### src/rtl/up_counter_if.sv
// Control and status bundle for up_counter: count controls in, count state out.
interface up_counter_if #(
    parameter int unsigned WIDTH = 4
) ();
    logic             enable;
    logic             clear;
    logic             load;
    logic [WIDTH-1:0] load_value;
    logic [WIDTH-1:0] q;
    logic             carry;
    logic             wrap;
    logic             load_error;
    logic [7:0]       wrap_count;

    modport master (
        output enable, clear, load, load_value,
        input  q, carry, wrap, load_error, wrap_count
    );

    modport slave (
        input  enable, clear, load, load_value,
        output q, carry, wrap, load_error, wrap_count
    );
endinterface

### src/rtl/up_counter.sv
// Modulo-N up counter with sync clear/load, range-checked load, wrap pulse
// and a saturating wrap event counter.
module up_counter #(
    parameter int unsigned WIDTH   = 4,
    parameter int unsigned MODULUS = 16
) (
    input logic         clock,
    input logic         reset,
    up_counter_if.slave bus
);
    localparam int unsigned    WC_W    = 8;
    localparam logic [WIDTH:0] MOD_EXT = (WIDTH+1)'(MODULUS);
    localparam logic [WIDTH-1:0] TERM  = WIDTH'(MODULUS - 1);
    localparam logic [WC_W-1:0]  WC_MAX = {WC_W{1'b1}};

    logic [WIDTH-1:0] q_r;
    logic             wrap_r;
    logic             load_error_r;
    logic [WC_W-1:0]  wrap_count_r;
    logic             at_term_c;
    logic             load_oor_c;

    assign at_term_c  = (q_r == TERM);
    // Extra MSB makes the comparison vacuous when MODULUS == 2**WIDTH.
    assign load_oor_c = ({1'b0, bus.load_value} >= MOD_EXT);

    // Count state: clear > load > enable > hold; pulses default low each cycle.
    always_ff @(posedge clock or negedge reset) begin
        if (!reset) begin
            q_r          <= '0;
            wrap_r       <= 1'b0;
            load_error_r <= 1'b0;
            wrap_count_r <= '0;
        end else begin
            wrap_r       <= 1'b0;
            load_error_r <= 1'b0;
            if (bus.clear) begin
                q_r <= '0;
            end else if (bus.load) begin
                if (load_oor_c) begin
                    q_r          <= TERM;
                    load_error_r <= 1'b1;
                end else begin
                    q_r <= bus.load_value;
                end
            end else if (bus.enable) begin
                if (at_term_c) begin
                    q_r    <= '0;
                    wrap_r <= 1'b1;
                    if (wrap_count_r != WC_MAX) begin
                        wrap_count_r <= wrap_count_r + WC_W'(1);
                    end
                end else begin
                    q_r <= q_r + WIDTH'(1);
                end
            end
        end
    end

    assign bus.q          = q_r;
    assign bus.wrap       = wrap_r;
    assign bus.load_error = load_error_r;
    assign bus.wrap_count = wrap_count_r;
    // Terminal count for cascading; zero-delay from the control inputs.
    assign bus.carry      = at_term_c & bus.enable & ~bus.clear & ~bus.load;
endmodule

### src/flat_wrapper.sv
// flat-port wrapper written by rule: the top's interface ports become plain ports
module up_counter_flat 
#(
    parameter int unsigned WIDTH   = 4,
    parameter int unsigned MODULUS = 16
)
  (clock, reset, bus_enable, bus_clear, bus_load, bus_load_value, bus_q, bus_carry, bus_wrap, bus_load_error, bus_wrap_count);
  up_counter_if #(.WIDTH(WIDTH)) bus_i ();
  input logic clock;
  input logic reset;
  input wire logic [$bits(bus_i.enable)-1:0] bus_enable;
  input wire logic [$bits(bus_i.clear)-1:0] bus_clear;
  input wire logic [$bits(bus_i.load)-1:0] bus_load;
  input wire logic [$bits(bus_i.load_value)-1:0] bus_load_value;
  output wire logic [$bits(bus_i.q)-1:0] bus_q;
  output wire logic [$bits(bus_i.carry)-1:0] bus_carry;
  output wire logic [$bits(bus_i.wrap)-1:0] bus_wrap;
  output wire logic [$bits(bus_i.load_error)-1:0] bus_load_error;
  output wire logic [$bits(bus_i.wrap_count)-1:0] bus_wrap_count;
  assign bus_i.enable = bus_enable;
  assign bus_i.clear = bus_clear;
  assign bus_i.load = bus_load;
  assign bus_i.load_value = bus_load_value;
  assign bus_q = bus_i.q;
  assign bus_carry = bus_i.carry;
  assign bus_wrap = bus_i.wrap;
  assign bus_load_error = bus_i.load_error;
  assign bus_wrap_count = bus_i.wrap_count;
  up_counter #(.WIDTH(WIDTH), .MODULUS(MODULUS)) u_core (.clock(clock), .reset(reset), .bus(bus_i));
endmodule
### config.mk
export PLATFORM = sky130hd
export DESIGN_NAME = up_counter_flat
export DESIGN_NICKNAME = d
export VERILOG_FILES = /design/src/rtl/up_counter_if.sv /design/src/rtl/up_counter.sv /design/src/flat_wrapper.sv
export SDC_FILE = /design/constraint.sdc
export NUM_CORES = 1
export LEC_CHECK = 0
export CAP_MARGIN = 20
export CORE_MARGIN = 1.5
export CORE_UTILIZATION = 42
export DETAILED_ROUTE_END_ITERATION = 10
export HOLD_SLACK_MARGIN = 0.08
export PLACE_DENSITY_LB_ADDON = 0.25
export SETUP_SLACK_MARGIN = 0.2
export SYNTH_ARGS = -nofsm -noshare
export SYNTH_HDL_FRONTEND = slang
export SYNTH_SLANG_ARGS = --single-unit
### constraint.sdc
create_clock -name clock -period 1.82 [get_ports clock]
set_input_delay 0.364 -clock clock [delete_from_list [all_inputs] [get_ports clock]]
set_output_delay 0.364 -clock clock [all_outputs]
set_load 0.02 [all_outputs]
# Yosys cells after proc, flatten, opt, wreduce, memory -nomap -nowiden
# Index checks and enable logic that the tools add are counted.
classes:
  addsub: 2
  eq_ne: 2
  muxes: 8
  n_bitwise: 5
  n_reduce_logical: 2
ops:
  columns: ["cell", "count"]
  rows:
  - ["$mux 4", 4]
  - ["$add 8x1->8 const B", 1]
  - ["$ne 8x8->1 const B", 1]
  - ["$reduce_and 5->1", 1]
  - ["$add 4x1->4 const B", 1]
  - ["$eq 4x4->1 const B", 1]
  - ["$mux 1", 4]
  - ["$and 1x1->1", 3]
  - ["$reduce_bool 3->1", 1]
  - ["$not 1->1", 2]
word_totals:
  register_bits: 13
  inputBits: 9
  out_inout_bits: 15
  wordCells: 22

# Longest topological paths before layout
logic_depth:
  depth_word: 5
  mapped_depth: 5
  mapped_depth_nobuf: 5

# Least setup slack after synthesis
# Ideal clock, no wire load.
synth_path:
  path_type: "register -> register"
  start: "reg u_core.q_r[0], in the netlist u_core.bus.q[0]"
  end: "reg u_core.wrap_count_r[1], in the netlist u_core.bus.wrap_count[1]"
  setup_ps: 125
  arrival_ps: 1893
  required_time_ps: 1695
  path_slack_ps: -198
  stages_incl_launch_ff: 6
  n_path_buf: 0
  period_less_slack_ps: 2018
  cell_sequence: "dfrtp_1 ha_1 nand2_2 nor4_4 o21ai_2 mux2_4"
synth_between:
  elab_chain_cells: 2
synth_lines:
  columns: ["element", "line_no", "text"]
  rows:
  - ["start, declared", "up_counter.sv:16", "logic [WIDTH-1:0] q_r;"]
  - ["start signal, assigned", "up_counter.sv:44", "q_r <= bus.load_value;"]
  - ["start signal, assigned", "up_counter.sv:54", "q_r <= q_r + WIDTH'(1);"]
  - ["$eq 4x4->1", "up_counter.sv:23", "assign at_term_c = (q_r == TERM);"]
  - ["$reduce_and 5->1 (no source line)", null, null]
  - ["end signal, assigned", "up_counter.sv:51", "wrap_count_r <= wrap_count_r + WC_W'(1);"]
  - ["end, declared", "up_counter.sv:19", "logic [WC_W-1:0] wrap_count_r;"]
# Every way passes these cells.
# A chain may end at the register's enable or synchronous reset.

# Final worst setup path
layout_path:
  start: "reg u_core.q_r[0], in the netlist u_core.bus.q[0]"
  end: "out bus_carry"
layout_between:
  elab_chain_cells: 4
layout_lines:
  columns: ["element", "line_no", "text"]
  rows:
  - ["$eq 4x4->1", "up_counter.sv:23", null]
  - ["$and 1x1->1 (3 in series)", "up_counter.sv:65", "assign bus.carry = at_term_c & bus.enable & ~bus.clear & ~bus.load;"]
  - ["end, declared", "flat_wrapper.sv:16", "output wire logic [$bits(bus_i.carry)-1:0] bus_carry;"]
# Every way passes these cells.

==> metrics.csv <==
metric;value;unit
status;completed;
nature of the critical path endpoint;output pin;
Worst Setup SP;u_core.bus.q[0]$_DFFE_PN0P_;
WL/cell;12.5;um
DIE AREA;1930;um2
f_max;627;MHz
Max Cap Viol;0;
final hold violation count;0;
leakage;0.000541;uW
Die X;43.9;um
Setup Crit Path Kind;flop to output pin;
relative slew slack;0.620;
final wirelength;1470;um
DRC;0;
initial antenna violation count;0;
H-tree depth reported by CTS;1;
IO Port Bufs;22;
CTS Buf Count;3;
Worst setup SP type;flop;
Async SR Flop Fraction;1.00;
Vias;616;
clock root buffer;clkbuf_4;
Worst-Margin Slew;0.568;ns
Max Fanout on Critical Path;2;
ANT nets after route;0;
clk_lat worst skew;0.27;ns
Finished Cell Area;1040;um2
ANT cells;0;
Overflow after GRT;0;
Bufs on Longest Clock Path;2;
Post-CTS Setup Inserts;0;
Nets;113;
boundary pin count;24;
CTS Hold Buffers Added;0;
worst hold slack;0.455;ns
Core ar.;1540;um2
Max Clock Skew;0.00521;ns
GRT Resource Usage Total;0.175;
layout cells sized above 1;0.248;
largest net degree at the start of global routing;14;
Max IR drop VDD;421;uV
synth warn;0;
reg-to-reg startpoint;u_core.bus.q[0]$_DFFE_PN0P_;
Final min period;1.60;ns
post-synthesis cell area;702;um2
EDFF count, synth;0;
die height;43.9;um
Pwr Total;569;uW
row cnt;14;
Critical Path RT;1.46;ns
Final HPWL DP;1150;um
GP Congestion;0.767;
Reg2Reg Setup Slack;0.33;ns
Layout area overhead;48.8;%
R2R cell count;6;
CP arrival;1.23;ns
Pre-Repair DR Iteration Count;3;
area after detailed placement;1030;um2
vias in the first global route;556;
drt initial violations;8;
post-synthesis register bit count;13;
Worst-path clk slew;0.08;ns
final std cells w/o fill;117;
Reg-to-Reg End;u_core.bus.wrap_count[1]$_DFFE_PN0P_;
fin. max-slew vios;0;
Initial Util;0.455;
Final Core Density;0.678;
placed instance count;113;
synthesized area per cell;10.6;um2
number of distinct library cells after synthesis;32;
Setup crit end;bus_carry;
sequential area share after synthesis;0.463;
P per Cell Area;544;nW/um2
syn_nets;77;
Via-to-Cell Ratio;5.26;
Finish-stage setup viols;0;
Synth Instances;66;
HP Class;primary input to async pin;
Top FF cell, synth;dfrtp_1;
CTS tree;built;
unrepaired setup endpoints after global routing;true;
first-pass GRT wire length;2480;um
clock sink count;13;
period utilization;0.877;
final cells by class:
| type | count | area [um2] |
|---|---|---|
| Clock buffer | 4 | 26.3 |
| Tap cell | 16 | 20.0 |
| Timing Repair Buffer | 33 | 293 |
| Inverter | 2 | 7.51 |
| Multi-Input combinational cell | 49 | 370 |
| Fill cell | 135 | 497 |
| Sequential cell | 13 | 328 |
state kept, by name (all words and copies together) (netlist names):
register / flops
u_core.bus.wrap: 1
u_core.bus.q: 4
u_core.bus.wrap_count: 8
through the flow:
step	TNS, ns	worst slack [ns]
after floorplan	-0.0811	-0.0809
after global placement	-0.453	-0.370
after detailed placement	-0.447	-0.363
after CTS	0	0.0736
after global routing	0	0.156
final	0	0.224
worst max-delay path, stage by stage (launching register included):
cell and delay (ns):
dfrtp_2 0.39, ha_4 0.15, nand2_4 0.05, nor4_4 0.18
buf_4 0.19
power breakdown:
part / internal [uW] / switching, uW
clock: 84.6 / 88.1
sequential: 296 / 6.95
combinational: 47.4 / 46.0
total: 428 / 141
cell families after synthesis:
family                     after synthesis  share of synthesized area
AOI/OAI and AO/OA                       13                      0.130
buffers and inverters                    4                     0.0374
other                                    1                    0.00534
adders and majority gates                2                     0.0356
muxes                                    4                     0.0659
DFF                                     13                      0.463
xor gates and xnor gates                 5                     0.0624
and+or+nand+nor                         24                      0.200
how the worst min path moves through the flow:
stage,from,cells past startpoint,end,slack (ns)
final,reset,1,u_core.bus.q[3]$_DFFE_PN0P_,0.46
after global routing,bus_clear,3,u_core.bus.q[1]$_DFFE_PN0P_,0.50
after CTS,reset,1,u_core.bus.q[3]$_DFFE_PN0P_,0.48
after detailed placement,u_core.bus.wrap_count[6]$_DFFE_PN0P_,1,u_core.bus.wrap_count[6]$_DFFE_PN0P_,0.50
after global placement,u_core.bus.wrap_count[6]$_DFFE_PN0P_,1,u_core.bus.wrap_count[6]$_DFFE_PN0P_,0.49
after floorplan,reset,0,u_core.bus.q[0]$_DFFE_PN0P_,0.07
timing repair:
action / in CTS / in global routing
pin swaps: 0 / 1
endpoints found under the setup margin: 13 / 5
resized for setup: 16 / 5
cell usage after synthesis (all sizes together) (2+ instances only):
cell | instances | area [um2]
nand3 | 2 | 15.0
nor2 | 5 | 18.8
xnor2 | 5 | 43.8
a21oi | 3 | 15.0
buf | 2 | 18.8
inv | 2 | 7.51
dfrtp | 13 | 325
mux2 | 2 | 26.3
nor3 | 2 | 10.0
and4 | 2 | 17.5
nor4 | 2 | 27.5
nand2 | 8 | 32.5
o21ai | 2 | 13.8
mux2i | 2 | 20.0
a31oi | 2 | 12.5
ha | 2 | 25.0
metal layers:
| metal | vias up | part of all wire | global-route usage |
|---|---|---|---|
| li1 | 313 | - | - |
| met1 | 288 | 0.50 | 0.255 |
| met2 | 13 | 0.44 | 0.253 |
| met3 | 2 | 0.045 | 0.0417 |
| met4 | 0 | 0.0075 | 0.0606 |
| met5 | - | 0 | 0 |
cell usage in the layout (no fill, tap or decap), types with 3 or more instances in the layout:
| master | n |
|---|---|
| buf_4 | 12 |
| dlygate4sd2_1 | 12 |
| dfrtp_1 | 11 |
| nand2_1 | 6 |
| clkdlybuf4s50_1 | 6 |
| nor2_1 | 5 |
| xnor2_1 | 5 |
| a21oi_1 | 3 |
| clkbuf_4 | 3 |
| dlymetal6s2s_1 | 3 |
(Power assumes the default switching activity.)
